$ cat config.mk
export PLATFORM = sky130hd
export DESIGN_NAME = gs_row_feeder_flat
export DESIGN_NICKNAME = d
export VERILOG_FILES = /design/src/rtl/gs_feeder_pkg.sv /design/src/rtl/gs_row_feeder_if.sv /design/src/rtl/gs_skid_buffer.sv /design/src/rtl/gs_row_feeder.sv /design/src/flat_wrapper.sv
export SDC_FILE = /design/constraint.sdc
export NUM_CORES = 2
export LEC_CHECK = 0
export CAP_MARGIN = 5
export CORE_ASPECT_RATIO = 0.7
export CORE_MARGIN = 2
export CORE_UTILIZATION = 60
export DETAILED_ROUTE_END_ITERATION = 10
export GPL_ROUTABILITY_DRIVEN = 0
export GPL_TIMING_DRIVEN = 0
export PLACE_DENSITY = 0.78
export SLEW_MARGIN = 20
export SYNTH_ARGS = -nofsm -noshare
export SYNTH_HDL_FRONTEND = slang
export SYNTH_SLANG_ARGS = --single-unit
$ cat constraint.sdc
create_clock -name clock -period 10.85 [get_ports clock]
set_clock_uncertainty 0.1 [all_clocks]
set_input_delay 2.17 -clock clock [delete_from_list [all_inputs] [get_ports clock]]
set_output_delay 2.17 -clock clock [all_outputs]
set_load 0.03 [all_outputs]
$ cat src/rtl/gs_feeder_pkg.sv
// Shared constants and state encoding for the grayscale row feeder.
package gs_feeder_pkg;

    localparam int GS_WIDTH_DEF = 12;
    localparam int CHANNELS_DEF = 16;
    localparam int ROWS_DEF     = 8;
    localparam int LANES_DEF    = 12;
    localparam int BRIGHT_W     = 8;
    localparam int FRAME_W      = 16;

    typedef enum logic [1:0] {
        IDLE     = 2'd0,
        FETCH    = 2'd1,
        WAIT_ROW = 2'd2
    } gs_state_e;

endpackage

$ cat src/rtl/gs_row_feeder_if.sv
// Frame-buffer read port and grayscale word stream between the feeder and its neighbours.
interface gs_row_feeder_if import gs_feeder_pkg::*; #(
    parameter int GS_WIDTH = GS_WIDTH_DEF,
    parameter int CHANNELS = CHANNELS_DEF,
    parameter int ROWS     = ROWS_DEF,
    parameter int LANES    = LANES_DEF
) ();

    localparam int ADDR_W = $clog2(ROWS * CHANNELS);
    localparam int ROW_W  = $clog2(ROWS);
    localparam int DATA_W = LANES * GS_WIDTH;

    logic [ADDR_W-1:0] mem_addr;
    logic              mem_rd;
    logic [DATA_W-1:0] mem_rdata;
    logic [DATA_W-1:0] gs_data;
    logic              gs_valid;
    logic              gs_ready;
    logic              gs_last;
    logic [ROW_W-1:0]  gs_row;

    modport master (
        output mem_addr, mem_rd, gs_data, gs_valid, gs_last, gs_row,
        input  mem_rdata, gs_ready
    );

    modport slave (
        input  mem_addr, mem_rd, gs_data, gs_valid, gs_last, gs_row,
        output mem_rdata, gs_ready
    );

endinterface

$ cat src/rtl/gs_skid_buffer.sv
// Two-entry FIFO with a registered head; the head holds still while the consumer stalls.
module gs_skid_buffer #(
    parameter int WIDTH = 8
) (
    input  logic             clk_i,
    input  logic             rst_ni,
    input  logic             in_valid_i,
    output logic             in_ready_o,
    input  logic [WIDTH-1:0] in_data_i,
    output logic             out_valid_o,
    input  logic             out_ready_i,
    output logic [WIDTH-1:0] out_data_o
);

    logic [WIDTH-1:0] head_q, head_d;
    logic [WIDTH-1:0] tail_q, tail_d;
    logic [1:0]       count_q, count_d;
    logic             push;
    logic             pop;

    assign out_valid_o = (count_q != 2'd0);
    assign in_ready_o  = (count_q != 2'd2);
    assign out_data_o  = head_q;
    assign push        = in_valid_i && in_ready_o;
    assign pop         = out_valid_o && out_ready_i;

    always_comb begin
        head_d  = head_q;
        tail_d  = tail_q;
        count_d = count_q;
        case ({push, pop})
            2'b10: begin
                if (count_q == 2'd0) head_d = in_data_i;
                else                 tail_d = in_data_i;
                count_d = count_q + 2'd1;
            end
            2'b01: begin
                head_d  = tail_q;
                count_d = count_q - 2'd1;
            end
            2'b11: begin
                // Occupancy is unchanged; the incoming word goes behind whatever remains.
                if (count_q == 2'd2) begin
                    head_d = tail_q;
                    tail_d = in_data_i;
                end else begin
                    head_d = in_data_i;
                end
            end
            default: ;
        endcase
    end

    always_ff @(posedge clk_i or negedge rst_ni) begin
        if (!rst_ni) begin
            head_q  <= '0;
            tail_q  <= '0;
            count_q <= 2'd0;
        end else begin
            head_q  <= head_d;
            tail_q  <= tail_d;
            count_q <= count_d;
        end
    end

endmodule

$ cat src/rtl/gs_row_feeder.sv
// Fetches one row of grayscale words per XLAT, scales them by a per-frame brightness
// and streams them channel-high-first to the shift-register driver.
module gs_row_feeder import gs_feeder_pkg::*; #(
    parameter int GS_WIDTH = GS_WIDTH_DEF,
    parameter int CHANNELS = CHANNELS_DEF,
    parameter int ROWS     = ROWS_DEF,
    parameter int LANES    = LANES_DEF
) (
    input  logic                clock,
    input  logic                reset_n,
    input  logic                enable,
    input  logic [BRIGHT_W-1:0] brightness,
    input  logic                row_advance,
    output logic [FRAME_W-1:0]  frame_count,
    output logic                overrun,
    gs_row_feeder_if.master     bus
);

    localparam int DATA_W = LANES * GS_WIDTH;
    localparam int ADDR_W = $clog2(ROWS * CHANNELS);
    localparam int ROW_W  = $clog2(ROWS);
    localparam int CH_W   = $clog2(CHANNELS);
    localparam logic [ROW_W-1:0] ROW_LAST = ROW_W'(ROWS - 1);
    localparam logic [CH_W-1:0]  CH_FIRST = CH_W'(CHANNELS - 1);

    gs_state_e           state_q, state_d;
    logic [ROW_W-1:0]    row_q, row_d;
    logic [CH_W-1:0]     chan_q, chan_d;
    logic                done_q, done_d;
    logic                rd_vld_q, rd_vld_d;
    logic                rd_last_q, rd_last_d;
    logic                pending_q, pending_d;
    logic                overrun_q, overrun_d;
    logic [FRAME_W-1:0]  frame_q, frame_d;
    logic [BRIGHT_W-1:0] bright_q, bright_d;

    logic [DATA_W-1:0]   scaled;
    logic [DATA_W:0]     buf_out;
    logic                buf_valid;
    logic                buf_in_ready;
    logic                buf_last;
    logic [1:0]          buf_cnt;
    logic [2:0]          inflight;
    logic                pop;
    logic                space;
    logic                issue;

    generate
        for (genvar gi = 0; gi < LANES; gi++) begin : g_lane
            logic [GS_WIDTH+BRIGHT_W-1:0] prod;
            assign prod = {{BRIGHT_W{1'b0}}, bus.mem_rdata[gi*GS_WIDTH +: GS_WIDTH]}
                        * {{GS_WIDTH{1'b0}}, bright_q};
            assign scaled[gi*GS_WIDTH +: GS_WIDTH] = prod[GS_WIDTH+BRIGHT_W-1:BRIGHT_W];
        end
    endgenerate

    gs_skid_buffer #(
        .WIDTH (DATA_W + 1)
    ) u_skid (
        .clk_i       (clock),
        .rst_ni      (reset_n),
        .in_valid_i  (rd_vld_q),
        .in_ready_o  (buf_in_ready),
        .in_data_i   ({rd_last_q, scaled}),
        .out_valid_o (buf_valid),
        .out_ready_i (bus.gs_ready),
        .out_data_o  (buf_out)
    );

    assign buf_last = buf_out[DATA_W];
    assign pop      = buf_valid && bus.gs_ready;

    // Buffered words plus the one read still returning must never exceed two.
    assign buf_cnt  = !buf_valid ? 2'd0 : (buf_in_ready ? 2'd1 : 2'd2);
    assign inflight = {1'b0, buf_cnt} + {2'b00, rd_vld_q};
    assign space    = (inflight < 3'd2) || ((inflight == 3'd2) && pop);
    assign issue    = (state_q == FETCH) && !done_q && space;

    assign bus.mem_rd   = issue;
    assign bus.mem_addr = issue ? (ADDR_W'(row_q) * ADDR_W'(CHANNELS) + ADDR_W'(chan_q))
                                : '0;
    assign bus.gs_data  = buf_out[DATA_W-1:0];
    assign bus.gs_valid = buf_valid;
    assign bus.gs_last  = buf_valid && buf_last;
    assign bus.gs_row   = row_q;
    assign frame_count  = frame_q;
    assign overrun      = overrun_q;

    always_comb begin
        state_d   = state_q;
        row_d     = row_q;
        chan_d    = chan_q;
        done_d    = done_q;
        pending_d = pending_q;
        overrun_d = overrun_q;
        frame_d   = frame_q;
        bright_d  = bright_q;
        rd_vld_d  = issue;
        rd_last_d = issue && (chan_q == '0);

        if (issue) begin
            if (chan_q == '0) done_d = 1'b1;
            else              chan_d = chan_q - CH_W'(1);
        end

        case (state_q)
            IDLE: begin
                if (row_advance) overrun_d = 1'b1;
                if (enable) begin
                    state_d = FETCH;
                    if (row_q == '0) bright_d = brightness;
                end
            end
            FETCH: begin
                if (row_advance) begin
                    if (pending_q) overrun_d = 1'b1;
                    else           pending_d = 1'b1;
                end
                if (pop && buf_last) state_d = WAIT_ROW;
            end
            WAIT_ROW: begin
                if (row_advance || pending_q) begin
                    if (row_advance && pending_q) overrun_d = 1'b1;
                    pending_d = 1'b0;
                    chan_d    = CH_FIRST;
                    done_d    = 1'b0;
                    if (row_q == ROW_LAST) begin
                        row_d   = '0;
                        frame_d = frame_q + FRAME_W'(1);
                    end else begin
                        row_d = row_q + ROW_W'(1);
                    end
                    if (enable) begin
                        state_d = FETCH;
                        if (row_d == '0) bright_d = brightness;
                    end else begin
                        state_d = IDLE;
                    end
                end
            end
            default: state_d = IDLE;
        endcase
    end

    always_ff @(posedge clock or negedge reset_n) begin
        if (!reset_n) begin
            state_q   <= IDLE;
            row_q     <= '0;
            chan_q    <= CH_FIRST;
            done_q    <= 1'b0;
            rd_vld_q  <= 1'b0;
            rd_last_q <= 1'b0;
            pending_q <= 1'b0;
            overrun_q <= 1'b0;
            frame_q   <= '0;
            bright_q  <= '0;
        end else begin
            state_q   <= state_d;
            row_q     <= row_d;
            chan_q    <= chan_d;
            done_q    <= done_d;
            rd_vld_q  <= rd_vld_d;
            rd_last_q <= rd_last_d;
            pending_q <= pending_d;
            overrun_q <= overrun_d;
            frame_q   <= frame_d;
            bright_q  <= bright_d;
        end
    end

endmodule

$ cat src/flat_wrapper.sv
// flat-port wrapper written by rule: the top's interface ports become plain ports
module gs_row_feeder_flat import gs_feeder_pkg::*;
#(
    parameter int GS_WIDTH = GS_WIDTH_DEF,
    parameter int CHANNELS = CHANNELS_DEF,
    parameter int ROWS     = ROWS_DEF,
    parameter int LANES    = LANES_DEF
)
  (clock, reset_n, enable, brightness, row_advance, frame_count, overrun, bus_mem_addr, bus_mem_rd, bus_gs_data, bus_gs_valid, bus_gs_last, bus_gs_row, bus_mem_rdata, bus_gs_ready);
  gs_row_feeder_if #(.GS_WIDTH(GS_WIDTH), .CHANNELS(CHANNELS), .ROWS(ROWS), .LANES(LANES)) bus_i ();
  input  logic clock;
  input  logic reset_n;
  input  logic enable;
  input  logic [BRIGHT_W-1:0] brightness;
  input  logic row_advance;
  output logic [FRAME_W-1:0] frame_count;
  output logic overrun;
  output wire logic [$bits(bus_i.mem_addr)-1:0] bus_mem_addr;
  output wire logic [$bits(bus_i.mem_rd)-1:0] bus_mem_rd;
  output wire logic [$bits(bus_i.gs_data)-1:0] bus_gs_data;
  output wire logic [$bits(bus_i.gs_valid)-1:0] bus_gs_valid;
  output wire logic [$bits(bus_i.gs_last)-1:0] bus_gs_last;
  output wire logic [$bits(bus_i.gs_row)-1:0] bus_gs_row;
  input wire logic [$bits(bus_i.mem_rdata)-1:0] bus_mem_rdata;
  input wire logic [$bits(bus_i.gs_ready)-1:0] bus_gs_ready;
  assign bus_mem_addr = bus_i.mem_addr;
  assign bus_mem_rd = bus_i.mem_rd;
  assign bus_gs_data = bus_i.gs_data;
  assign bus_gs_valid = bus_i.gs_valid;
  assign bus_gs_last = bus_i.gs_last;
  assign bus_gs_row = bus_i.gs_row;
  assign bus_i.mem_rdata = bus_mem_rdata;
  assign bus_i.gs_ready = bus_gs_ready;
  gs_row_feeder #(.GS_WIDTH(GS_WIDTH), .CHANNELS(CHANNELS), .ROWS(ROWS), .LANES(LANES)) u_core (.clock(clock), .reset_n(reset_n), .enable(enable), .brightness(brightness), .row_advance(row_advance), .frame_count(frame_count), .overrun(overrun), .bus(bus_i));
endmodule
# Yosys cells after proc, flatten, opt, wreduce, memory -nomap -nowiden
# Cells that the tools add are included.
# totals
reg_bits	330
in_bits	157
output_inout_bits	174
# classes
add_sub_neg	7
n_mul	12
magnitude_cmp	1
n_eq_ne	22
n_mux	40
reduce_logical	32
# op_table
cell	n
2-to-1 mux 145 bit	4
case mux 145 bit (3 select lines)	1
case mux 145 bit (2 select lines)	1
multiplier 12 x 8 -> 20 bit	12
2-to-1 mux 8 bit	5
!= test 2 bit, second input constant	9
adder 16 x 1 -> 16 bit, second input constant	1
2-to-1 mux 4 bit	4
case mux 8 bit (2 select lines)	1
AND reduction 3 bit	4
AND reduction 6 bit	2
2-to-1 mux 1 bit	11
2-to-1 mux 2 bit	5
!= test 2 x 1 -> 1 bit, second input constant	5
nonzero test 2 bit	5
logical AND 1 bit	9
2-to-1 mux 3 bit	3
equality test 2 bit, second input constant	4
adder 7 x 4 -> 7 bit	1
2-to-1 mux 7 bit	1
zero test 3 bit	2
case mux 2 bit (3 select lines)	1
nonzero test 3 bit	2
equality test 2 x 1 -> 1 bit, second input constant	2
16 further kinds	19

# Longest topological paths before layout
# depth
word_depth	11
depth_mapped	21
depth_no_buf	18

# Cells and area by module
# Synthesis repeated with hierarchy kept, for this count alone.
# hier_totals
hier_cells	5262
hier_area_um2	49671.4
# modules_own_cells
module	n_inst	cells_per_inst	area_each_um2	seq_area_each_um2
gs_row_feeder	1	4064	35984.5	955.9
gs_skid_buffer	1	1198	13686.9	7307.0

# Least setup slack after synthesis
# No wires, ideal clock.
# synth_timing
path_type	input-to-reg
start	in bus_mem_rdata[30]
end	reg u_core.u_skid.tail_q[34]
setup_time_ps	125
t_arrival_ps	6334
path_slack_ps	4291
path_stages	16
path_buffers	0
path_cell_list	and2_1 > fa_1 > fa_1 > fa_1 > inv_1 > fa_1 > inv_1 > ha_1 > and2_1 > a221o_1 > a31o_1 > a221o_1 > a21oi_2 > o21bai_1 > xor2_1 > mux2_2
# synth_via
elab_chain_len	3
# synth_lines
element	line	source
from (decl)	flat_wrapper.sv:24	input wire logic [$bits(bus_i.mem_rdata)-1:0] bus_mem_rdata;
multiplier 12 x 8 -> 20 bit *	gs_row_feeder.sv:52	* {{GS_WIDTH{1'b0}}, bright_q};
2-to-1 mux 145 bit (on tied branches)	gs_skid_buffer.sv:43, gs_skid_buffer.sv:33	
case mux 145 bit (2 select lines) *	gs_skid_buffer.sv:31	case ({push, pop})
to (signal assigned)	gs_skid_buffer.sv:61	tail_q <= tail_d;
to (decl)	gs_skid_buffer.sv:16	logic [WIDTH-1:0] tail_q, tail_d;
# Every way passes the cells marked *; elsewhere a longest branch is shown, timed or not. The select of a mux whose other input is x is not followed.
# A chain may end at the register's enable or synchronous reset.

# Worst setup path after layout
# layout_timing
start	reg u_core.bright_q[6]
end	reg u_core.u_skid.tail_q[90]
# layout_via
elab_chain_len	3
# layout_lines
element	line	source
from (decl)	gs_row_feeder.sv:35	logic [BRIGHT_W-1:0] bright_q, bright_d;
from (signal assigned)	gs_row_feeder.sv:167	bright_q <= bright_d;
multiplier 12 x 8 -> 20 bit *	gs_row_feeder.sv:52	
2-to-1 mux 145 bit (on tied branches)	gs_skid_buffer.sv:43, gs_skid_buffer.sv:33	
case mux 145 bit (2 select lines) *	gs_skid_buffer.sv:31	
# Marks and branches as above.

==> results.ini <==
[outcome]
status=complete, no violations

[logic_synthesis]
synth_nets=6538
synthAdderAreaFrac_pct=40.9
synth_top_family_by_area=adder cells
synthXorXnorAreaFrac_pct=2.67
synthSimpleGateAreaFrac_pct=18.5
synth_edf_count=0
synth_area_um2=48600
yosysWarnings=0
ys_seq_area_share_pct=17.0
avgSynthCellArea_um2=9.31
synthMuxAreaShare_pct=2.06
synthArstFlopShare_pct=100
synth-main-ff-cell=dfrtp_1
syn_inst=5220
synth_cell_types=85
synth_compound_area_share_pct=8.28
ys_ff_latch=330

[cts]
cts_buffers=36
cts_tree=done
clk_pin_slew_ns=0.08
hold_buffers=0
clock-sinks=330
cts_max_path_buffers=3
insertion_delay_ns=0.60
root_buffer=clkbuf_16
cts_resized=0
htree_levels=2
post-cts-setup-buffer-count=0

[cells_and_area]
layout.cells.non_filler=6702
fillCellCount=6336
drive_gt1_share_pct=6.50
final_common_cell=and2_1
layout_common_cells=and2_1, inv_1, fa_1
area_growth_pct=12.4
fin_nets=6910
final_area_um2=54600

[grt]
grt_pass1_wl_mm=242
grt-ovfl-total=0
grt_pass1_vias=40871
grt_max_degree=96
grt_util_all_layers_pct=38.8
antenna_found_initial=31

[floorplanning]
coreArea_um2=80300
die_h_um=242
start_util_pct=60.5
die_area_um2=83300
std_cell_rows=87
io_pins=331
die_x_um=344

[placed_design]
dp_worst_setup_slack_ns=2.81
port_buffers=330
hpwlAfterDp_mm=128
placed_area_um2=53300
placed_cells=6622

[detailed_routing]
routed_wl_mm=158
drt-initial-drc-count=4399
viasPerCell=5.89
remaining_drc_errors=0
dr.pass1.iters=11
ant_nets=0
vias=39484
wire_per_inst_um=23.6

[timing]
setup_viol=0
tightestPinTransition_ns=1.27
holdWs_ns=0.376
fin_ws_ns=3.19
finalCritPeriodShare_pct=70.6
maxSlewViolCount=0
period_needed_ns=7.66
fmax_mhz=131
rsz0062_at_grt=false
hold_viol_final=0
slew_headroom_pct=15.2

[setup_path]
critPathKind=register to register
crit_fanout=10
crit_slowest_cell=clkbuf_1
crit_start=u_core.bright_q[6]
critPathMostFrequentCell=fa_1
timing.rr.start=u_core.bright_q[6]
slowest_delay_ns=0.80
critPathLaunchType=register
worstPathRequired_ns=11.26
critical_path_arrival_ns=8.07
worstPathCellList=clkbuf_1, clkbuf_1, clkbuf_1, nand2_1, fa_1, inv_1, fa_1, fa_1, inv_1, fa_1, inv_1, ha_1, and4_1, a211oi_1, nand2_1, a21oi_1, nor2_1, o311ai_1, mux2_2
worst_setup_path_end_kind=register

[min_path]
min_from=u_core.u_skid.tail_q[97]
hold_class=register to register

[flow_run]
max_cap_violations=0

layout make-up:
class | count | area [um2] | area share (%)
sequential | 330 | 8260 | 15.1
inverter | 870 | 3270 | 5.98
timing repair buffer | 334 | 3420 | 6.26
clock buffer | 41 | 940 | 1.72
buffer | 354 | 1910 | 3.49
antenna | 16 | 40.0 | 0.0733
tap | 1068 | 1340 | 2.45
multi-input combinational | 3666 | 35200 | 64.4
clock inverter | 23 | 260 | 0.477
registers in the layout, indices dropped and copies added (netlist names), 2 cells and up:
register / flops
u_core.u_skid.out_data_o: 145
u_core.bus.gs_row: 3
u_core.state_q: 2
u_core.u_skid.count_q: 2
u_core.frame_count: 16
u_core.chan_q: 4
u_core.u_skid.tail_q: 145
u_core.bright_q: 8
final timing paths:
kind,end,slack (ns),cells past startpoint
setup reg to reg,u_core.u_skid.tail_q[90],3.19,19
min in group asynchronous,u_core.bright_q[5],1.36,1
max in group asynchronous,u_core.u_skid.tail_q[114],7.31,5
setup / recovery,u_core.u_skid.tail_q[90],3.19,19
hold reg to reg,u_core.u_skid.out_data_o[97],0.38,2
hold / removal,u_core.u_skid.out_data_o[97],0.38,2
synth_stat cells (11+ instances only):
library cell | n | area, um2
and2_1 | 891 | 5570
inv_1 | 869 | 3260
fa_1 | 708 | 14200
ha_1 | 453 | 5670
nand2_1 | 400 | 1500
dfrtp_1 | 326 | 8160
nor2_1 | 198 | 743
clkbuf_1 | 187 | 702
buf_4 | 145 | 1090
o21ai_0 | 134 | 671
a21oi_1 | 103 | 515
xnor2_1 | 88 | 771
mux2_2 | 87 | 980
xor2_1 | 60 | 526
a221oi_1 | 55 | 482
nand3_1 | 49 | 245
a22oi_1 | 45 | 338
a21o_1 | 44 | 330
nor3_1 | 30 | 150
o21ai_1 | 23 | 115
a211oi_1 | 22 | 165
a31oi_1 | 20 | 125
o21a_1 | 20 | 150
or3_1 | 20 | 125
nand4_1 | 18 | 113
buf_2 | 17 | 85.1
o21bai_1 | 14 | 105
nor2b_1 | 13 | 81.3
o31ai_1 | 13 | 97.6
a22o_1 | 12 | 105
and3_1 | 12 | 75.1
a222oi_1 | 11 | 110
nand2b_1 | 11 | 68.8
routing by layer:
layer | up-vias | track usage, % | share of wire, %
li1 | 17033 | - | -
met1 | 19697 | 51.0 | 38
met2 | 2270 | 57.1 | 43
met3 | 468 | 12.3 | 13
met4 | 16 | 21.5 | 6.6
met5 | - | 0 | 0.065
stage by stage:
| stage | TNS [ns] | utilization (%) |
|---|---|---|
| floorplan | 0 | - |
| global route | 0 | 67.9 |
| global placement | -2510.81 | 66.3 |
| detailed placement | 0 | 66.4 |
| finish | 0 | 68.0 |
| CTS | 0 | 67.9 |
worst max-delay path, delay by kind of cell, from the launching register on:
family / cells / cell delay (ns)
multiplexers: 1 / 0.29
AO/OA/AOI/OAI: 3 / 1.52
buffers and inverters: 6 / 2.52
flip-flops: 1 / 0.33
AND/OR/NAND/NOR: 4 / 0.63
adder cells (fa/ha/maj): 5 / 2.17
cells by family after synthesis:
family / after synthesis
adders and majority gates: 1162
AOI/OAI and AO/OA: 586
and+or+nand+nor: 1681
DFF: 330
muxes: 89
buffers and inverters: 1224
xor gates and xnor gates: 148
Power is left out: the tool's default activity adds up to more than one toggle a clock period on the data nets, which glitch-free logic cannot reach.
